$ cat config.mk
export PLATFORM = sky130hd
export DESIGN_NAME = adventure_fsm
export DESIGN_NICKNAME = d
export VERILOG_FILES = /design/src/rtl/adventure_fsm.sv
export SDC_FILE = /design/constraint.sdc
export NUM_CORES = 1
export LEC_CHECK = 0
export BUFFER_PORTS_ARGS = -buffer_cell sky130_fd_sc_hd__buf_2
export CORE_MARGIN = 2
export CORE_UTILIZATION = 50
export DETAILED_ROUTE_END_ITERATION = 8
export PLACE_DENSITY = 0.81
export SLEW_MARGIN = 20
export SYNTH_ARGS = -nofsm -noshare
export SYNTH_HDL_FRONTEND = slang
export SYNTH_SLANG_ARGS = --single-unit
export TNS_END_PERCENT = 20
$ cat constraint.sdc
create_clock -name clk -period 1.7 [get_ports clk]
set_input_delay 0.17 -clock clk [delete_from_list [all_inputs] [get_ports clk]]
set_output_delay 0.17 -clock clk [all_outputs]
set_load 0.02 [all_outputs]
$ cat src/rtl/adventure_fsm.sv
// adventure_fsm
//
// Room-navigation state machine for the adventure game. Produces the 9-bit
// digit_data word consumed by game_display.
//
// Four debounced (but clock-asynchronous) direction buttons are synchronized,
// edge-detected and turned into single moves. The block tracks the current
// room, sword possession and the accepted-move count, and resolves the dragon
// encounter after a fixed hold in the Dragon's Den.
//
// The FSM state is the one-hot room register itself. It is visible on
// digit_data[6:0], so checkers can bind to it directly.
//
// Optional feature: define MOVE_LIMIT_EN to enable the move budget. When the
// accepted move that brings move_count to MAX_MOVES does not enter DEN, the
// player lands in GRAVE instead. A move into DEN on the limit proceeds
// normally.
//
// Parameters:
//   DEN_HOLD   cycles DEN is shown before the fight resolves (>= 1)
//   MAX_MOVES  move budget, used only with MOVE_LIMIT_EN (1..255)
//
// Ports:
//   clk         in   system clock
//   reset_n     in   asynchronous active-low reset
//   btn_n/s/e/w in   debounced direction buttons, asynchronous to clk
//   digit_data  out  [6:0] one-hot room, [7] sword held, [8] game over
//   move_count  out  accepted moves since reset, saturating at 255
module adventure_fsm #(
  parameter int DEN_HOLD  = 4,
  parameter int MAX_MOVES = 15
) (
  input  logic       clk,
  input  logic       reset_n,
  input  logic       btn_n,
  input  logic       btn_s,
  input  logic       btn_e,
  input  logic       btn_w,
  output logic [8:0] digit_data,
  output logic [7:0] move_count
);

  localparam logic [6:0] ROOM_CAVE    = 7'b000_0001;
  localparam logic [6:0] ROOM_TUNNEL  = 7'b000_0010;
  localparam logic [6:0] ROOM_RIVER   = 7'b000_0100;
  localparam logic [6:0] ROOM_STASH   = 7'b000_1000;
  localparam logic [6:0] ROOM_DEN     = 7'b001_0000;
  localparam logic [6:0] ROOM_VICTORY = 7'b010_0000;
  localparam logic [6:0] ROOM_GRAVE   = 7'b100_0000;

  localparam int HW = (DEN_HOLD > 1) ? $clog2(DEN_HOLD) : 1;

  generate
    if (DEN_HOLD < 1 || MAX_MOVES < 1 || MAX_MOVES > 255) begin : g_bad_param
      $error("adventure_fsm: DEN_HOLD must be >= 1 and MAX_MOVES in 1..255");
    end
  endgenerate

  // Button vector order: {n, s, e, w}.
  logic [3:0]    btn_raw;
  logic [3:0]    sync1_q;
  logic [3:0]    sync2_q;
  logic [3:0]    prev_q;
  logic [1:0]    warm_q;
  logic [3:0]    edges;

  logic [6:0]    room_q;
  logic          sword_q;
  logic          over_q;
  logic [HW-1:0] hold_q;
  logic [7:0]    count_q;

  logic          dir_n, dir_s, dir_e, dir_w;
  logic [6:0]    dest;
  logic          accepted;
  logic [6:0]    room_nxt;
  logic          sword_nxt;
  logic          over_nxt;
  logic [HW-1:0] hold_nxt;
  logic [7:0]    count_nxt;

  assign btn_raw = {btn_n, btn_s, btn_e, btn_w};

  // Edges are ignored until prev_q holds a value that was actually sampled
  // after reset release (three cycles). A button held through reset therefore
  // never counts as a fresh press.
  assign edges = sync2_q & ~prev_q & {4{warm_q == 2'd3}};

  always_comb begin
    dir_n = 1'b0;
    dir_s = 1'b0;
    dir_e = 1'b0;
    dir_w = 1'b0;
    // Only a single edge is a move request; coincident edges are discarded.
    case (edges)
      4'b1000: dir_n = 1'b1;
      4'b0100: dir_s = 1'b1;
      4'b0010: dir_e = 1'b1;
      4'b0001: dir_w = 1'b1;
      default: ;
    endcase
  end

  // Room map. DEN and the terminal rooms never decode a move, so dest
  // differs from room_q exactly when a legal move is requested.
  always_comb begin
    dest = room_q;
    case (room_q)
      ROOM_CAVE: begin
        if (dir_e) dest = ROOM_TUNNEL;
      end
      ROOM_TUNNEL: begin
        if (dir_w)      dest = ROOM_CAVE;
        else if (dir_s) dest = ROOM_RIVER;
      end
      ROOM_RIVER: begin
        if (dir_n)      dest = ROOM_TUNNEL;
        else if (dir_w) dest = ROOM_STASH;
        else if (dir_e) dest = ROOM_DEN;
      end
      ROOM_STASH: begin
        if (dir_e) dest = ROOM_RIVER;
      end
      default: dest = room_q;
    endcase
  end

  assign accepted = (dest != room_q);

  always_comb begin
    room_nxt  = room_q;
    hold_nxt  = hold_q;
    count_nxt = count_q;

    if (accepted) begin
      room_nxt  = dest;
      count_nxt = (count_q == 8'hFF) ? count_q : count_q + 8'd1;
`ifdef MOVE_LIMIT_EN
      // The move that spends the last unit of budget ends the game unless it
      // is the step into the Den.
      if (({1'b0, count_q} + 9'd1 == 9'(MAX_MOVES)) && (dest != ROOM_DEN)) begin
        room_nxt = ROOM_GRAVE;
      end
`endif
      if (room_nxt == ROOM_DEN) begin
        hold_nxt = HW'(DEN_HOLD - 1);
      end
    end

    // The hold counter starts at DEN_HOLD-1 on entry and the exit is taken
    // on the cycle it reads 0, giving exactly DEN_HOLD cycles in DEN.
    if (room_q == ROOM_DEN) begin
      if (hold_q == '0) begin
        room_nxt = sword_q ? ROOM_VICTORY : ROOM_GRAVE;
      end else begin
        hold_nxt = hold_q - 1'b1;
      end
    end

    sword_nxt = sword_q | (room_nxt == ROOM_STASH);
    over_nxt  = (room_nxt == ROOM_VICTORY) || (room_nxt == ROOM_GRAVE);
  end

  always_ff @(posedge clk or negedge reset_n) begin
    if (!reset_n) begin
      sync1_q <= '0;
      sync2_q <= '0;
      prev_q  <= '0;
      warm_q  <= '0;
      room_q  <= ROOM_CAVE;
      sword_q <= 1'b0;
      over_q  <= 1'b0;
      hold_q  <= '0;
      count_q <= '0;
    end else begin
      sync1_q <= btn_raw;
      sync2_q <= sync1_q;
      prev_q  <= sync2_q;
      if (warm_q != 2'd3) begin
        warm_q <= warm_q + 2'd1;
      end
      room_q  <= room_nxt;
      sword_q <= sword_nxt;
      over_q  <= over_nxt;
      hold_q  <= hold_nxt;
      count_q <= count_nxt;
    end
  end

  assign digit_data = {over_q, sword_q, room_q};
  assign move_count = count_q;

endmodule
==> results.ini, run 1 <==
[setup_path]
ff2ff_path_depth=6
worstPathMaxFanout=8
crit_required_ns=1.93
crit_chain=and2b_1 -> nor3_1 -> a211o_4 -> a21oi_4 -> nor3_4 -> mux2_4
cp.arrival_ns=2.19
crit_slowest_cell=dfrtp_1
worstSetupEndpointType=flip-flop
setup.worst_path.class=reg -> reg
reg2reg_to=move_count[1]$_DFFE_PN0P_
worstSetupStartpointType=flip-flop
r2r_slack_ns=-0.25
max_stage_delay_ns=0.37
r2r-start=prev_q[2]$_DFF_PN0_

[flow_run]
cap_violations=0

[floorplan]
row_count=20
core_um2=3050
die_w_um=60.7
chipHeight_um=60.7
dieArea_um2=3690
start_util=0.527
ios=23

[grt]
antenna_found_initial=0
grt_usage=0.228
grt_max_degree=34
grt_pass1_vias=1240
grt_first_pass_wirelength_mm=5.95
grt_overflow=0

[min_path]
min_to=sync2_q[3]$_DFF_PN0_
hold_path_startpoint=sync1_q[3]$_DFF_PN0_
hold_path_class=reg -> reg
whs_path_depth=0

[power_and_ir_drop]
fin_total_pwr_mw=1.38
power.density_nw_per_um2=643
ir_worst_vdd_v=0.000559
p_leak_nw=1.09

[synthesis]
synth.area.top_cells=dfrtp_1 (50%), xor2_1 (6.0%), nor4_1 (1.9%)
synth_area_per_cell_um2=11.8
yosys.cell_types.count=51
synth-simple-area-share=0.219
synth_top_family_by_area=simple AND/OR/NAND/NOR gates
synth_top_area_frac=0.498
synthAdderAreaFrac=0.0156
synth_top_cell_by_area=dfrtp_1
syn-cell-area_um2=1610
synth_fp_nets=144
synthXorXnorAreaFrac=0.0653
syn_inst=136
ys_seq_elements=33
synth_seq_area_share=0.514
yosysWarningCount=0
synth_mux_area_frac=0.0163
synth_compound_area_frac=0.130

[clock_tree]
clk_pin_slew_ns=0.11
worstSkewPairLatency_ns=0.34
cts_tree=built
htreeDepth=2
cts_root_buf=clkbuf_4
cts.sinks=33
numCtsBuffers=5
clockBufferDepth=2

[detailed_routing]
remaining_drc_errors=0
wl_per_cell_um=15.2
dr.pass1.iters=4
postRouteAntennaNets=0
routed_wl_mm=3.64
detailroute.via_count=1292
via_per_inst=5.38
drtIter0Drc=50

[sta]
rsz0062_at_grt=true
hold_ws_ns=0.353
setup_viol_count_final=11
period_share=1.15
hold_viol=0
fmax_mhz=512
worstMarginPinSlew_ns=0.728
maxSlewHeadroom=0.515
drv_slew=0
fin_worst_skew_ns=0.0174
period_minus_slack_ns=1.95
setup_ws_ns=-0.253

[finish]
diodes=0
fin_nets=203
layout-drive-gt1-share=0.480
area_growth_pct=33.5
fin_cells=240
post-route-util=0.704
layout_commonest_cell=buf_4
n_fill_cell=244
final_cell_mix=buf_4 (31), dfrtp_1 (30), buf_2 (22)

[run_status]
failed_checks=negative setup slack
status=finished, violations left

[placed_design]
place.gp.congestion=0.940
place_inst=225
dp_hpwl_mm=2.57
pre_cts_ws_ns=-0.241
io_buffers=22

## per-stage QoR
stage	area, µm²	TNS, ns
final	2150	-1.51
after floorplan	1620	-1.09
after CTS	2120	-1.35
after detailed placement	1950	-1.67
after global placement	1950	-1.04
after global routing	2150	-2.83
## layer usage
layer  vias up  wire length (µm)  GRT usage
li1        614                 -          -
met1       636              1620      0.297
met2        36              1780      0.358
met3         6               179     0.0618
met4         0                60     0.0994
met5         -                 0          0
## Yosys cell counts, drive strengths merged
master  number
a31o         1
dfrtp       32
a32o         1
a211o        4
nand4        1
a221o        2
nand2        5
or3          2
ha           2
nor4b        4
nor3b        1
mux2         2
xor2        11
o32ai        1
and2b        1
a211oi       1
inv          4
and2         2
nand3        7
o31a         1
nor4         6
o21bai       4
o21ai        5
and3         4
buf          3
dfstp        1
a21oi        3
nor2         7
o2111a       1
clkbuf       3
nor3         7
nand2b       2
a21o         1
xnor2        1
nand3b       1
nor2b        2
## sequential cells by signal (all words and copies together) (netlist names)
name,count
hold_q,2
move_count,8
over_q,1
prev_q,4
room_q,7
sword_q,1
sync1_q,4
sync2_q,4
warm_q,2
## where the power goes
part           internal (mW)  switching (mW)  leakage [nW]
sequential             0.799         0.00658         0.416
combinational         0.0328          0.0383         0.631
clock                  0.239           0.265        0.0413
total                   1.07           0.310          1.09
## critical path: cells and delay by family, from the launching register on
family / cells / cell delay (ns)
AO/OA/AOI/OAI: 2 / 0.69
AND/OR/NAND/NOR: 3 / 0.47
flip-flops: 1 / 0.37
multiplexers: 1 / 0.31
## final cells by class
cell class / count / area, µm² / share of cell area
repair buffers: 58 / 393 / 0.183
well taps: 44 / 55.1 / 0.0256
clock buffers: 7 / 65.1 / 0.0303
inverters: 4 / 15.0 / 0.00699
clock inverters: 1 / 5.00 / 0.00233
multi-input cells: 93 / 786 / 0.366
flip-flops and latches: 33 / 830 / 0.386
## worst max-delay path by stage
stage	startpoint	to	cells past startpoint
3_3_place_gp	sync2_q[2]$_DFF_PN0_	over_q$_DFF_PN0_	6
4_1_cts	room_q[0]$_DFF_PN1_	over_q$_DFF_PN0_	5
3_5_place_dp	room_q[0]$_DFF_PN1_	move_count[6]$_DFFE_PN0P_	5
5_1_grt	warm_q[0]$_DFFE_PN0P_	move_count[1]$_DFFE_PN0P_	7
6_report	prev_q[2]$_DFF_PN0_	move_count[1]$_DFFE_PN0P_	6
2_1_floorplan	room_q[4]$_DFF_PN0_	move_count[1]$_DFFE_PN0P_	6
## repair_timing
action / CTS / global route
gates resized for setup: 10 / 8
pin swaps: 3 / 0
hold buffers: 5 / 0
setup endpoints to repair: 13 / 16
buffers inserted: 2 / 0
hold endpoints to repair: 36 / 0
## cell families after synthesis
group | Yosys count
fa+ha+maj | 2
flops | 33
buf+inv | 10
xor+xnor | 12
simple gates | 52
compound gates | 25
mux | 2
No activity file was read; power rests on OpenSTA's default activity.
==> run 2: changes to the inputs <==
==> constraint.sdc (replaced) <==
create_clock -name clk -period 1.7 [get_ports clk]
set_input_delay 0.34 -clock clk [delete_from_list [all_inputs] [get_ports clk]]
set_output_delay 0.34 -clock clk [all_outputs]
set_load 0.02 [all_outputs]
==> run 2 against run 1 <==
The flow still finishes with violations (negative setup slack). Clock skew fell by 0.0054 ns. Largest power group unchanged. Maximum frequency shrank 2.6%. Worst setup slack worse by 0.053 ns. Critical path depth stayed put. Worst hold slack got worse by 0.25 ns. Sequential share of layout area fell by 1.4 points.
==> results.ini, run 2 (synthesis gave the netlist of run 1 again) <==
[run_status]
status=finished, violations left
failed_checks=negative setup slack

[power_and_ir_drop]
pwr-share-comb=0.047
switching_share=0.199
ir_worst_vdd_v=0.000721
power.density_nw_per_um2=721
fin_total_pwr_mw=1.61
p_int_mw=1.29
seqPwrFrac=0.501
power_frac_clock=0.452
p_sw_mw=0.321
p_leak_nw=1.11

[placed_design]
place.gp.congestion=0.918
dp_hpwl_mm=2.70
io_buffers=22
pre_cts_ws_ns=-0.240

[floorplan]
chipHeight_um=60.7
core_um2=3050
die_w_um=60.7
ios=23
row_count=20
dieArea_um2=3690
start_util=0.527

[setup_path]
worstSetupEndpointType=flip-flop
r2r-start=room_q[0]$_DFF_PN1_
worstPathMaxFanout=9
crit_slowest_cell=dfstp_2
ff2ff_path_depth=6
setup.worst_path.class=reg -> reg
cp.arrival_ns=2.24
crit_chain=xor2_1 -> a221o_2 -> nand3_4 -> buf_4 -> nor3_4 -> mux2_4
crit_required_ns=1.94
r2r_slack_ns=-0.31
reg2reg_to=move_count[1]$_DFFE_PN0P_
max_stage_delay_ns=0.63
worstSetupStartpointType=flip-flop

[flow_run]
cap_violations=0

[finish]
diodes=0
layout_commonest_cell=buf_4
regArea_um2=830
area_growth_pct=38.6
layout-drive-gt1-share=0.520
multi_input_area_um2=815
final_cell_mix=buf_4 (33), dfrtp_1 (30), buf_2 (21)
n_fill_cell=221
largest_reg_flops=8
fin_nets=203

[detailed_routing]
dr.pass1.iters=4
via_per_inst=5.53
remaining_drc_errors=0
wl_per_cell_um=15.5
drtIter0Drc=59
postRouteAntennaNets=0
detailroute.via_count=1326
routed_wl_mm=3.71

[grt]
grt_overflow=0
grt_pass1_vias=1301
grt_first_pass_wirelength_mm=6.02
antenna_found_initial=0
grt_max_degree=18
grt_usage=0.228

[sta]
hold_viol=0
rsz0062_at_grt=true
maxSlewHeadroom=0.701
drv_slew=0
fin_worst_skew_ns=0.0120
fmax_mhz=499
setup_viol_count_final=11
setup_ws_ns=-0.306
worstMarginPinSlew_ns=0.443
period_minus_slack_ns=2.01
period_share=1.18

[clock_tree]
cts.sinks=33
clockBufferDepth=2
htreeDepth=2
worstSkewPairLatency_ns=0.34
clk_pin_slew_ns=0.11
numCtsBuffers=5
cts_root_buf=clkbuf_4
cts_tree=built

[min_path]
min_to=sync1_q[2]$_DFF_PN0_
whs_path_depth=1
hold_path_class=in -> reg
hold_path_startpoint=btn_s

-- run 2: worst max path at each step --
stage,depth (start not counted),end,from,slack [ns]
6_report,6,move_count[1]$_DFFE_PN0P_,room_q[0]$_DFF_PN1_,-0.31
4_1_cts,7,move_count[1]$_DFFE_PN0P_,warm_q[0]$_DFFE_PN0P_,-0.22
3_5_place_dp,5,move_count[6]$_DFFE_PN0P_,room_q[0]$_DFF_PN1_,-0.24
2_1_floorplan,6,move_count[1]$_DFFE_PN0P_,room_q[4]$_DFF_PN0_,-0.19
5_1_grt,6,move_count[1]$_DFFE_PN0P_,room_q[0]$_DFF_PN1_,-0.39
3_3_place_gp,6,over_q$_DFF_PN0_,sync2_q[2]$_DFF_PN0_,-0.19
-- run 2: area by class of cell --
class                      count  area share
tap                           44      0.0247
clock inverter                 3      0.0292
multi-input combinational     93       0.365
sequential                    33       0.372
timing repair buffer          58       0.186
clock buffer                   5      0.0168
inverter                       4     0.00673
-- run 2: per-stage QoR --
| stage | hold WS, ns | instances | instance area [µm²] | utilization | setup TNS (ns) |
|---|---|---|---|---|---|
| 6_report | 0.104 | 240 | 2230 | 0.731 | -1.91 |
| 5_1_grt | 0.0937 | 240 | 2230 | 0.731 | -3.13 |
| 4_1_cts | 0.0976 | 237 | 2120 | 0.695 | -1.51 |
| 3_5_place_dp | 0.296 | 226 | 1970 | 0.646 | -1.53 |
| 3_3_place_gp | 0.284 | 226 | 1970 | 0.646 | -1.04 |
| 2_1_floorplan | 0.0444 | 136 | 1620 | - | -1.09 |
-- run 2: worst max-delay path: cells and delay by family (launching register included) --
family | cells | cell delay, ns
AND/OR/NAND/NOR | 2 | 0.33
flip-flops | 1 | 0.63
buffers and inverters | 1 | 0.19
AO/OA/AOI/OAI | 1 | 0.26
multiplexers | 1 | 0.31
XOR/XNOR | 1 | 0.18
-- run 2: what timing repair did --
| item | 4_1_cts | 5_1_grt |
|---|---|---|
| setup buffers | 2 | 3 |
| gates resized for setup | 6 | 17 |
| setup endpoints to repair | 12 | 18 |
| hold buffers | 1 | 0 |
| pin swaps | 4 | 4 |
| endpoints found under the hold margin | 15 | 0 |
-- run 2: power by group through the flow --
stage               Combinational, mW  Clock [mW]  Sequential (mW)
finish                         0.0755       0.728            0.806
global route                   0.0836       0.764            0.808
CTS                            0.0719       0.737            0.805
detailed placement             0.0666           0            0.820
global placement               0.0628           0            0.819
floorplan                      0.0244           0            0.818
-- run 2: routing by layer --
metal / track usage / part of all wire
met5: 0 / 0
met3: 0.0597 / 0.044
met1: 0.286 / 0.44
met4: 0.0621 / 0.011
met2: 0.390 / 0.51
==> run 3: changes to the inputs <==
PLACE_DENSITY = default   (was 0.81)
PLACE_DENSITY_LB_ADDON = 0.12   (was default)
==> run 3 against run 2 <==
The flow still finishes with violations (negative setup slack). Register-to-register slack better by 0.08 ns. Utilization increased by 0.29 points. Design area grew 0.39%. Routed wire length decreased by 3.9%. Flip-flop and latch count stayed put. Via count rose by 0.38%. Sequential power about the same. Final cell count increased by 1.3%. Clock-buffer cell count is the same. First-iteration DRC count up 22%. Total power shrank 0.48%. Critical endpoint unchanged. Largest cell class is now multi-input combinational cells. Highest routed layer unchanged.
==> results.ini, run 3 (synthesis gave the netlist of run 1 again) <==
[setup_path]
path_buf_inv=1
worstPathMaxFanout=5
path_delay_family=flip-flops
worstSetupStartpointType=flip-flop
crit_required_ns=1.93
max_stage_delay_ns=0.63
worstSetupEndpointType=flip-flop
crit_chain=xor2_1 -> a221o_2 -> buf_6 -> nand3_4 -> nor3_4 -> mux2_4
cp.arrival_ns=2.16
setup.worst_path.class=reg -> reg
crit_slowest_cell=dfstp_2

[clock_tree]
htreeDepth=2
cts_root_buf=clkbuf_4
worstSkewPairLatency_ns=0.34
cts_tree=built
clockBufferDepth=2
numCtsBuffers=5
clk_pin_slew_ns=0.11
cts.sinks=33

[floorplan]
start_util=0.527
core_um2=3050
row_count=20
dieArea_um2=3690
chipHeight_um=60.7
ios=23
die_w_um=60.7

[sta]
hold_ws_ns=0.0972
worstMarginPinSlew_ns=0.459
maxSlewHeadroom=0.694
setup_ws_ns=-0.231
setup_viol_count_final=13
rsz0062_at_grt=true
period_share=1.14
fin_worst_skew_ns=0.00966
period_minus_slack_ns=1.93
hold_viol=0
fin_tns_setup_ns=-1.71
drv_slew=0
fmax_mhz=518

[finish]
largest_reg_flops=8
fin_nets=206
layout-drive-gt1-share=0.523
area_growth_pct=39.2
layout_commonest_cell=buf_4
n_fill_cell=221
post-route-util=0.734
diodes=0
final_cell_mix=buf_4 (36), dfrtp_1 (29), buf_2 (22)
fin_cells=243

[placed_design]
io_buffers=22
dp_hpwl_mm=2.49
place_inst=226
place.gp.congestion=0.901

[grt]
grt_first_pass_wirelength_mm=5.95
antenna_found_initial=0
grt_max_degree=15
grt_pass1_vias=1264
grt_usage=0.226
grt_overflow=0

[detailed_routing]
drtIter0Drc=72
wl_per_cell_um=14.7
via_per_inst=5.48
routed_wl_mm=3.57
remaining_drc_errors=0
detailroute.via_count=1331
dr.pass1.iters=4
postRouteAntennaNets=0

[power_and_ir_drop]
ir_worst_vdd_v=0.000694
fin_total_pwr_mw=1.60
p_leak_nw=1.12
power.density_nw_per_um2=715

[min_path]
hold_path_class=in -> reg

[run_status]
status=finished, violations left
failed_checks=negative setup slack

[flow_run]
cap_violations=0

[run 3: path summary, 6_finish.rpt]
path / start / end / slack, ns / depth (start not counted)
max in group asynchronous: reset_n / room_q[0]$_DFF_PN1_ / 0.76 / 3
setup / recovery: room_q[0]$_DFF_PN1_ / move_count[1]$_DFFE_PN0P_ / -0.23 / 6
hold / removal: btn_w / sync1_q[0]$_DFF_PN0_ / 0.1 / 1
hold reg to reg: sync1_q[3]$_DFF_PN0_ / sync2_q[3]$_DFF_PN0_ / 0.36 / 0
setup reg to reg: room_q[0]$_DFF_PN1_ / move_count[1]$_DFFE_PN0P_ / -0.23 / 6
min in group asynchronous: reset_n / move_count[0]$_DFFE_PN0P_ / 0.40 / 2
[run 3: cell type report]
class	instances	area (µm²)	area share
timing repair buffer	60	402	0.179
tap	44	55.1	0.0246
inverter	4	15.0	0.00670
clock inverter	3	65.1	0.0291
clock buffer	5	37.5	0.0168
sequential	33	831	0.371
multi-input combinational	94	835	0.373
[run 3: timing repair]
item,in CTS,in global routing
endpoints found under the hold margin,12,0
cloned,1,0
pin swaps,8,7
resized for setup,15,10
hold buffers,1,0
endpoints found under the setup margin,15,16
setup buffers,4,3
[run 3: report_power, final]
part           switching, mW  internal (mW)
Sequential           0.00571          0.799
Clock                  0.273          0.455
Combinational         0.0382         0.0307
[run 3: stage by stage]
stage	instance area, µm²	worst slack (ns)
finish	2240	-0.231
global route	2240	-0.322
CTS	2160	-0.201
detailed placement	1960	-0.308
global placement	1960	-0.255
floorplan	1620	-0.195
[run 3: routing by layer]
metal,vias up,routed length [µm],GRT usage
met1,652,1630,0.314
met3,7,224,0.0597
met2,51,1660,0.343
li1,621,-,-
met4,0,58,0.0839
met5,-,0,0
